[src/rtl/mem_arbiter.sv]
// Round-robin arbiter sharing one memory port between the IFU (read-only) and the LSU.
// One transaction in flight; payload is registered at grant and the response is steered back to the winner.
module mem_arbiter #(
    parameter int ADDR_WIDTH = 32,
    parameter int DATA_WIDTH = 32,
    parameter int TIMEOUT    = 255
) (
    input  logic                  clk,
    input  logic                  rst,
    input  logic                  ifu_req_valid,
    output logic                  ifu_req_ready,
    input  logic [ADDR_WIDTH-1:0] ifu_raddr,
    output logic                  ifu_resp_valid,
    output logic [DATA_WIDTH-1:0] ifu_rdata,
    input  logic                  lsu_req_valid,
    output logic                  lsu_req_ready,
    input  logic                  lsu_wen,
    input  logic [ADDR_WIDTH-1:0] lsu_addr,
    input  logic [DATA_WIDTH-1:0] lsu_wdata,
    input  logic [7:0]            lsu_wmask,
    output logic                  lsu_resp_valid,
    output logic [DATA_WIDTH-1:0] lsu_rdata,
    output logic                  mem_req_valid,
    input  logic                  mem_req_ready,
    output logic                  mem_wen,
    output logic [ADDR_WIDTH-1:0] mem_addr,
    output logic [DATA_WIDTH-1:0] mem_wdata,
    output logic [7:0]            mem_wmask,
    input  logic                  mem_resp_valid,
    input  logic [DATA_WIDTH-1:0] mem_rdata,
    output logic                  timeout_err
);

    typedef enum logic [1:0] {IDLE, ISSUE, WAIT, RESP} state_e;

    localparam int CW = (TIMEOUT > 0) ? $clog2(TIMEOUT + 1) : 1;
    localparam logic [CW-1:0] TIMEOUT_CNT = CW'(TIMEOUT);

    state_e                state_q, state_d;
    logic                  lastLsu_q, lastLsu_d;
    logic [CW-1:0]         cnt_q, cnt_d;
    logic                  memWen_q, memWen_d;
    logic [ADDR_WIDTH-1:0] memAddr_q, memAddr_d;
    logic [DATA_WIDTH-1:0] memWdata_q, memWdata_d;
    logic [7:0]            memWmask_q, memWmask_d;
    logic [DATA_WIDTH-1:0] ifuRdata_q, ifuRdata_d;
    logic [DATA_WIDTH-1:0] lsuRdata_q, lsuRdata_d;
    logic                  timeoutErr_q, timeoutErr_d;
    logic                  grantLsu;
    logic                  anyValid;

    // When both request, the one that did not win last time goes first.
    assign grantLsu = lsu_req_valid && (!ifu_req_valid || !lastLsu_q);
    assign anyValid = ifu_req_valid || lsu_req_valid;

    assign ifu_req_ready  = (state_q == IDLE) && ifu_req_valid && !grantLsu;
    assign lsu_req_ready  = (state_q == IDLE) && grantLsu;
    assign mem_req_valid  = (state_q == ISSUE);
    assign ifu_resp_valid = (state_q == RESP) && !lastLsu_q;
    assign lsu_resp_valid = (state_q == RESP) && lastLsu_q;
    assign mem_wen        = memWen_q;
    assign mem_addr       = memAddr_q;
    assign mem_wdata      = memWdata_q;
    assign mem_wmask      = memWmask_q;
    assign ifu_rdata      = ifuRdata_q;
    assign lsu_rdata      = lsuRdata_q;
    assign timeout_err    = timeoutErr_q;

    always_comb begin
        state_d      = state_q;
        lastLsu_d    = lastLsu_q;
        cnt_d        = cnt_q;
        memWen_d     = memWen_q;
        memAddr_d    = memAddr_q;
        memWdata_d   = memWdata_q;
        memWmask_d   = memWmask_q;
        ifuRdata_d   = ifuRdata_q;
        lsuRdata_d   = lsuRdata_q;
        timeoutErr_d = timeoutErr_q;
        case (state_q)
            IDLE: begin
                if (anyValid) begin
                    lastLsu_d  = grantLsu;
                    memWen_d   = grantLsu && lsu_wen;
                    memAddr_d  = grantLsu ? lsu_addr : ifu_raddr;
                    memWdata_d = grantLsu ? lsu_wdata : '0;
                    memWmask_d = grantLsu ? lsu_wmask : '0;
                    cnt_d      = '0;
                    state_d    = ISSUE;
                end
            end
            ISSUE: begin
                if (mem_req_ready) begin
                    state_d = WAIT;
                end
            end
            WAIT: begin
                if (mem_resp_valid) begin
                    if (lastLsu_q) begin
                        lsuRdata_d = memWen_q ? '0 : mem_rdata;
                    end else begin
                        ifuRdata_d = mem_rdata;
                    end
                    state_d = RESP;
                end else if (TIMEOUT != 0 && cnt_q != TIMEOUT_CNT) begin
                    // Counter saturates at the limit so a very late response cannot wrap it.
                    cnt_d = cnt_q + CW'(1);
                    if (cnt_d == TIMEOUT_CNT) begin
                        timeoutErr_d = 1'b1;
                    end
                end
            end
            RESP: begin
                cnt_d   = '0;
                state_d = IDLE;
            end
            default: state_d = IDLE;
        endcase
    end

    always_ff @(posedge clk) begin
        if (rst) begin
            state_q      <= IDLE;
            lastLsu_q    <= 1'b0;
            cnt_q        <= '0;
            memWen_q     <= 1'b0;
            memAddr_q    <= '0;
            memWdata_q   <= '0;
            memWmask_q   <= '0;
            ifuRdata_q   <= '0;
            lsuRdata_q   <= '0;
            timeoutErr_q <= 1'b0;
        end else begin
            state_q      <= state_d;
            lastLsu_q    <= lastLsu_d;
            cnt_q        <= cnt_d;
            memWen_q     <= memWen_d;
            memAddr_q    <= memAddr_d;
            memWdata_q   <= memWdata_d;
            memWmask_q   <= memWmask_d;
            ifuRdata_q   <= ifuRdata_d;
            lsuRdata_q   <= lsuRdata_d;
            timeoutErr_q <= timeoutErr_d;
        end
    end

endmodule

[config.mk]
export PLATFORM = sky130hd
export DESIGN_NAME = mem_arbiter
export DESIGN_NICKNAME = d
export VERILOG_FILES = /design/src/rtl/mem_arbiter.sv
export SDC_FILE = /design/constraint.sdc
export NUM_CORES = 1
export LEC_CHECK = 0
export ABC_AREA = 1
export CAP_MARGIN = 20
export CORE_MARGIN = 3
export CORE_UTILIZATION = 25
export DETAILED_ROUTE_END_ITERATION = 8
export SETUP_SLACK_MARGIN = 0.05
export SLEW_MARGIN = 10
export SYNTH_ARGS = -nofsm -noshare
export SYNTH_HDL_FRONTEND = slang
export SYNTH_SLANG_ARGS = --single-unit
[constraint.sdc]
create_clock -name clk -period 1.8 [get_ports clk]
set_input_delay 0.18 -clock clk [delete_from_list [all_inputs] [get_ports clk]]
set_output_delay 0.18 -clock clk [all_outputs]
set_load 0.03 [all_outputs]
; Word-level counts from Yosys, hierarchy flattened
; Index checks and enable logic that the tools add are counted.
[totals]
out_inout_bits = 143
regBits = 149
wordCells = 55
in_bits = 143
[op_classes]
bitwise = 2
reduce_logical = 20
n_mux = 12
addsub = 1
n_eq_ne = 10
[ops]
columns = operator, n
row1 = $mux W32, 3
row2 = $mux W8, 4
row3 = $pmux W8 S3, 1
row4 = $reduce_and A3 Y1, 3
row5 = $add A8 B1 Y8 const B, 1
row6 = $eq A8 B8 Y1 const B, 1
row7 = $ne A2 B2 Y1 const B, 4
row8 = $ne A8 B8 Y1 const B, 1
row9 = $pmux W2 S4, 1
row10 = $reduce_and A4 Y1, 2
row11 = $logic_and A1 B1 Y1, 7
row12 = $mux W2, 3
row13 = $eq A2 B2 Y1 const B, 2
row14 = $logic_not A1 Y1, 3
row15 = $reduce_bool A3 Y1, 1
row16 = $eq A2 B1 Y1 const B, 1
row17 = $logic_not A2 Y1, 1
row18 = $logic_or A1 B1 Y1, 2
row19 = $ne A2 B1 Y1 const B, 1
row20 = $not A1 Y1, 2
row21 = $reduce_and A2 Y1, 1

; Depth between registers and ports, before layout
; Gate-level depths: netlist of the first run.
[depth]
depth_word = 5
mapped_depth = 13
ltp_nobuf = 11

; Worst setup path after synthesis of the first run
; OpenSTA, ideal clock, no wires.
[synth_path]
path_type = reg-to-output
from = register lastLsu_q
to = output ifu_req_ready
path_slack_ns = 0.098
path_buffers = 1
arrival_time_ns = 1.522
required_ns = 1.620
path_stages_with_launch = 6
cell_sequence = dfxtp_1 > nand2_1 > nand2_1 > inv_1 > buf_2 > nor3_1
[synth_between]
elab_chain_len = 5
[synth_rtl]
columns = element, line
row1 = "start, declared", 40  ; logic lastLsu_q, lastLsu_d;
row2 = "start signal, assigned", 135  ; lastLsu_q <= lastLsu_d;
row3 = $logic_not A1 Y1, 53  ; assign grantLsu = lsu_req_valid && (!ifu_req_valid || !lastLsu_q);
row4 = $logic_or A1 B1 Y1, 53
row5 = $logic_and A1 B1 Y1, 53
row6 = $logic_not A1 Y1, 56  ; assign ifu_req_ready = (state_q == IDLE) && ifu_req_valid && !grantLsu;
row7 = $logic_and A1 B1 Y1, 56
row8 = "end, declared", 11  ; output logic ifu_req_ready,
; Every way passes these cells.

; Worst setup path after layout of the first run
[layout_path]
from = register memWdata_q[25], in the netlist mem_wdata[25]
to = output mem_wdata[25]
[layout_lines]
columns = element, line
row1 = "start, declared", 44  ; logic [DATA_WIDTH-1:0] memWdata_q, memWdata_d;
row2 = "start signal, assigned", 139  ; memWdata_q <= memWdata_d;
row3 = "end, declared", 27  ; output logic [DATA_WIDTH-1:0] mem_wdata,
; No word-level cell between the ends.

==> results, run 1 <==
- The critical path data arrival time is 1.48 ns.
- The number of cells in the finished layout apart from fillers is 1361.
- The clock drives 149 sinks.
- The post-layout worst setup margin is 0.142 ns.
- The worst register-to-register path has a setup slack of 0.16 ns.
- The number of nets with antenna violations after detailed routing is 0.
- At the end of the flow, the number of nets in the layout was 1184.
- In the synthesized netlist, the number of instances is 756.
- The number of buffer cells added on primary ports is 285.
- The critical path's slowest cell is sky130_fd_sc_hd__clkdlybuf4s50_1.
- At the end of routability-driven placement, the weighted congestion stood at 0.777.
- The clock transition at the register clock pins on the worst setup and hold paths after CTS is 0.07 ns.
- The overall track demand over capacity in global routing is 15.6%.
- The final routed DRC violation total is 0.
- Walking the worst path, the cells encountered are clkdlybuf4s50_1.
- The endpoint type of the worst setup path is an output pin.
- On the critical path the largest part of the delay comes from buffers and inverters.
- The register area is 2990 um2.
- The static power due to leakage is 3.69 nW.
- Including well taps, the total number of placed cells is 1320.
- The global-route wire length before repair is 30600 um.
- The routed layout has 6012 vias.
- The number of search-and-repair iterations in the first detailed-routing pass is 4.
- Timing would allow up to 603 MHz.
- The DRC violation total after the first TritonRoute iteration is 281.
- The via-per-instance ratio is 4.42.
- The final period demand of the worst path is 1.66 ns.
- After detailed routing, the total wire length is 20300 um.
- The number of buffers inserted during clock tree synthesis is 17.
- Cells with a size suffix above 1 make up 8.49% of the layout.
- The area added between synthesis and finish is 69.1%.
- The end-of-flow core utilization is 43.2%.
- After floorplanning, the core was sized to cover 22800 um2.
- The initial standard-cell utilization of the core is 25.5%.
- The max-cap violation count is 0.
- The ratio of total power to cell area is 1410 nW/um2.
- Clock latency on the worst-skew pair, taken at its later pin, is 0.42 ns.
- After synthesis, the most frequently instantiated cells are sky130_fd_sc_hd__nand2_1, sky130_fd_sc_hd__dfxtp_1, sky130_fd_sc_hd__a21oi_1.
- The y dimension of the die is 159 um.
- The slew at the pin with the worst max-slew slack is 0.402 ns.
- The number of placement rows is 55.
- Along the worst path, the maximum fanout reaches 2.
- The number of hold violations in the final report is 0.
- The final setup violation count is 0.
- The repair_antennas step left the layout with diodes totalling 0.
- The cell taking the most area after synthesis is sky130_fd_sc_hd__dfxtp_1.
- Synthesis instantiated 27 different standard cells from the library.
- The area used by multi-input combinational logic is 2550 um2.
- STA classifies the critical path startpoint as a register.
- Across the routed clock network, the largest skew measured is 0.00959 ns.
- The area of the mapped netlist is 5820 um2.
- The total I/O pin count is 286.
- The count of flip-flops with a built-in enable after synthesis is 0.
- The main flop type after synthesis is sky130_fd_sc_hd__dfxtp_1.
- Summed over all layers, the global routing overflow is 0.
- The number of antenna violations at the first check in global routing is 0.
- The worst relative slew slack is 73.2%.
- The setup TNS is 0 ns.
- The most numerous cell in the Yosys netlist is sky130_fd_sc_hd__nand2_1.
- The wire length per cell is 14.9 um.
- Dividing the synthesized area by the synthesized cell count gives 7.70 um2.
- The tree is rooted in a sky130_fd_sc_hd__clkbuf_16.
- The number of warnings reported in the yosys synthesis log is 0.
- Dividing the final minimum period by the clock period gives 92.1%.
- The flow ran to the end, and the final reports show no timing, DRC or antenna violations.
- Together, buffers and inverters on the worst path number 1.
- In this run the number of H-tree levels came out at 4.
- The worst slack after detailed placement is 0.116 ns.
- Entering global routing, the biggest net connects 81 pins.
- The class of the tightest hold or removal check is in -> reg.
- The number of hold buffers added after cts is 0.
- Setup repair after global routing could not meet its margin everywhere.
- The critical path in this run is classified as reg -> out.
- The register bit count reported by yosys is 149.
- The post-synthesis net count is 905.
- On the worst path, the slowest cell contributes a delay of 0.70 ns.
- The final-layout fill cell count is 2329.
- The via count of the first global-routing pass is 5741.
- The largest voltage drop on the vdd net is 0.000660 V.
- The share of the Yosys chip area taken by registers is 51.3%.
- The max-slew violation count is 0.
- The post-synthesis async set-or-reset flop share is 0%.
- Summed over all nets, the half-perimeter wirelength after detailed placement is 13900 um.
- The clock passes through at most 2 buffers.
- The required time of the worst setup path is 1.62 ns.
- The share of synthesized area in the top cell type comes to 51.3%.
- The overall die area is 25100 um2.
- By area the synthesized netlist is led by sky130_fd_sc_hd__dfxtp_1, sky130_fd_sc_hd__nand2_1, sky130_fd_sc_hd__a21oi_1, sky130_fd_sc_hd__o21ai_0, sky130_fd_sc_hd__nor2_1.
- The die width is 159 um.
- The TritonCTS clock tree is yes.
[repair_timing]
action / in CTS / in global routing
resized for setup: 12 / 9
pin swaps: 3 / 0
buffers inserted: 4 / 3
endpoints found under the setup margin: 5 / 52
gates cloned: 2 / 0
[flip-flops by register name, summed over array words and instances, names as in the netlist]
register	count
cnt_q	8
ifu_rdata	32
lastLsu_q	1
lsu_rdata	32
mem_addr	32
mem_wdata	32
mem_wen	1
mem_wmask	8
state_q	2
timeout_err	1
[metal layers]
| layer | up-vias | track usage, % | wire length (um) |
|---|---|---|---|
| met5 | - | 0 | 0 |
| met4 | 0 | 5.45 | 371 |
| met3 | 23 | 6.33 | 1950 |
| met2 | 232 | 25.1 | 9130 |
| met1 | 2700 | 18.9 | 8840 |
| li1 | 3057 | - | - |
[final timing paths]
path	from	end	cells after the start
worst max-delay path	mem_wdata[25]$_SDFFE_PP0P_	mem_wdata[25]	1
worst min-delay path	rst	ifu_rdata[26]$_SDFFE_PP0P_	4
worst max register to register	state_q[0]$_SDFFE_PP0P_	cnt_q[5]$_SDFFE_PP0P_	10
worst min register to register	timeout_err$_SDFFE_PP0P_	timeout_err$_SDFFE_PP0P_	2
[area by class of cell]
class	count	share of cell area (%)
repair buffers	314	32.4
flip-flops and latches	149	30.4
multi-input cells	528	25.9
clock buffers	18	4.47
well taps	313	3.98
clock inverters	14	1.83
inverters	25	0.992
[cell families after synthesis]
kind of cell / share of synthesized area (%)
simple gates: 23.9
flops: 51.3
compound gates: 17.4
buf+inv: 5.78
fa+ha+maj: 1.29
xor+xnor: 0.301
[cell usage in the layout, fill, tap and decap left out, types with 2 or more instances in the layout]
cell	synthesis	routed
sky130_fd_sc_hd__nand3b_1	33	33
sky130_fd_sc_hd__xor2_1	2	2
sky130_fd_sc_hd__o21ai_1	3	3
sky130_fd_sc_hd__nand3_1	7	6
sky130_fd_sc_hd__ha_1	6	4
sky130_fd_sc_hd__buf_12	0	6
sky130_fd_sc_hd__inv_1	21	19
sky130_fd_sc_hd__nor2_1	79	78
sky130_fd_sc_hd__buf_6	1	2
sky130_fd_sc_hd__nand2_1	201	200
sky130_fd_sc_hd__dfxtp_1	149	146
sky130_fd_sc_hd__a31oi_1	32	32
sky130_fd_sc_hd__clkbuf_16	0	17
sky130_fd_sc_hd__bufinv_16	0	2
sky130_fd_sc_hd__inv_8	0	4
sky130_fd_sc_hd__bufbuf_16	0	2
sky130_fd_sc_hd__inv_2	3	4
sky130_fd_sc_hd__a21oi_1	83	82
sky130_fd_sc_hd__nand2_2	2	3
sky130_fd_sc_hd__dfxtp_2	0	2
sky130_fd_sc_hd__o21ai_0	70	70
sky130_fd_sc_hd__nor2_4	1	3
sky130_fd_sc_hd__clkdlybuf4s50_1	0	279
sky130_fd_sc_hd__o21ai_2	2	2
sky130_fd_sc_hd__clkinvlp_4	0	3
sky130_fd_sc_hd__buf_4	1	21
sky130_fd_sc_hd__inv_6	0	4
[power by group]
part / switching (mW) / leakage, nW / internal (mW)
clock: 1.58 / 0.299 / 2.15
sequential: 0.386 / 1.22 / 3.99
combinational: 3.34 / 2.17 / 2.38
[through the flow]
step           total power, mW  hold WS (ns)  instance area (um2)
2_1_floorplan             7.55         0.315                 5820
3_3_place_gp              9.81         0.442                 9060
3_5_place_dp              9.83         0.442                 9060
4_1_cts                   13.9         0.125                 9790
5_1_grt                   14.6         0.162                 9840
6_report                  13.8         0.149                 9840
(Power assumes the default switching activity.)
==> run 2: changes to the inputs <==
--- a/config.mk
+++ b/config.mk
@@ -6,11 +6,12 @@
 export NUM_CORES = 1
 export LEC_CHECK = 0
 export ABC_AREA = 1
-export CAP_MARGIN = 20
+export CAP_MARGIN = 10
 export CORE_MARGIN = 3
 export CORE_UTILIZATION = 25
 export DETAILED_ROUTE_END_ITERATION = 8
 export SETUP_SLACK_MARGIN = 0.05
+export SKIP_LAST_GASP = 1
 export SLEW_MARGIN = 10
 export SYNTH_ARGS = -nofsm -noshare
 export SYNTH_HDL_FRONTEND = slang
==> results of run 2 <==
Final layout, timing and power as in run 1 (identical DEF).
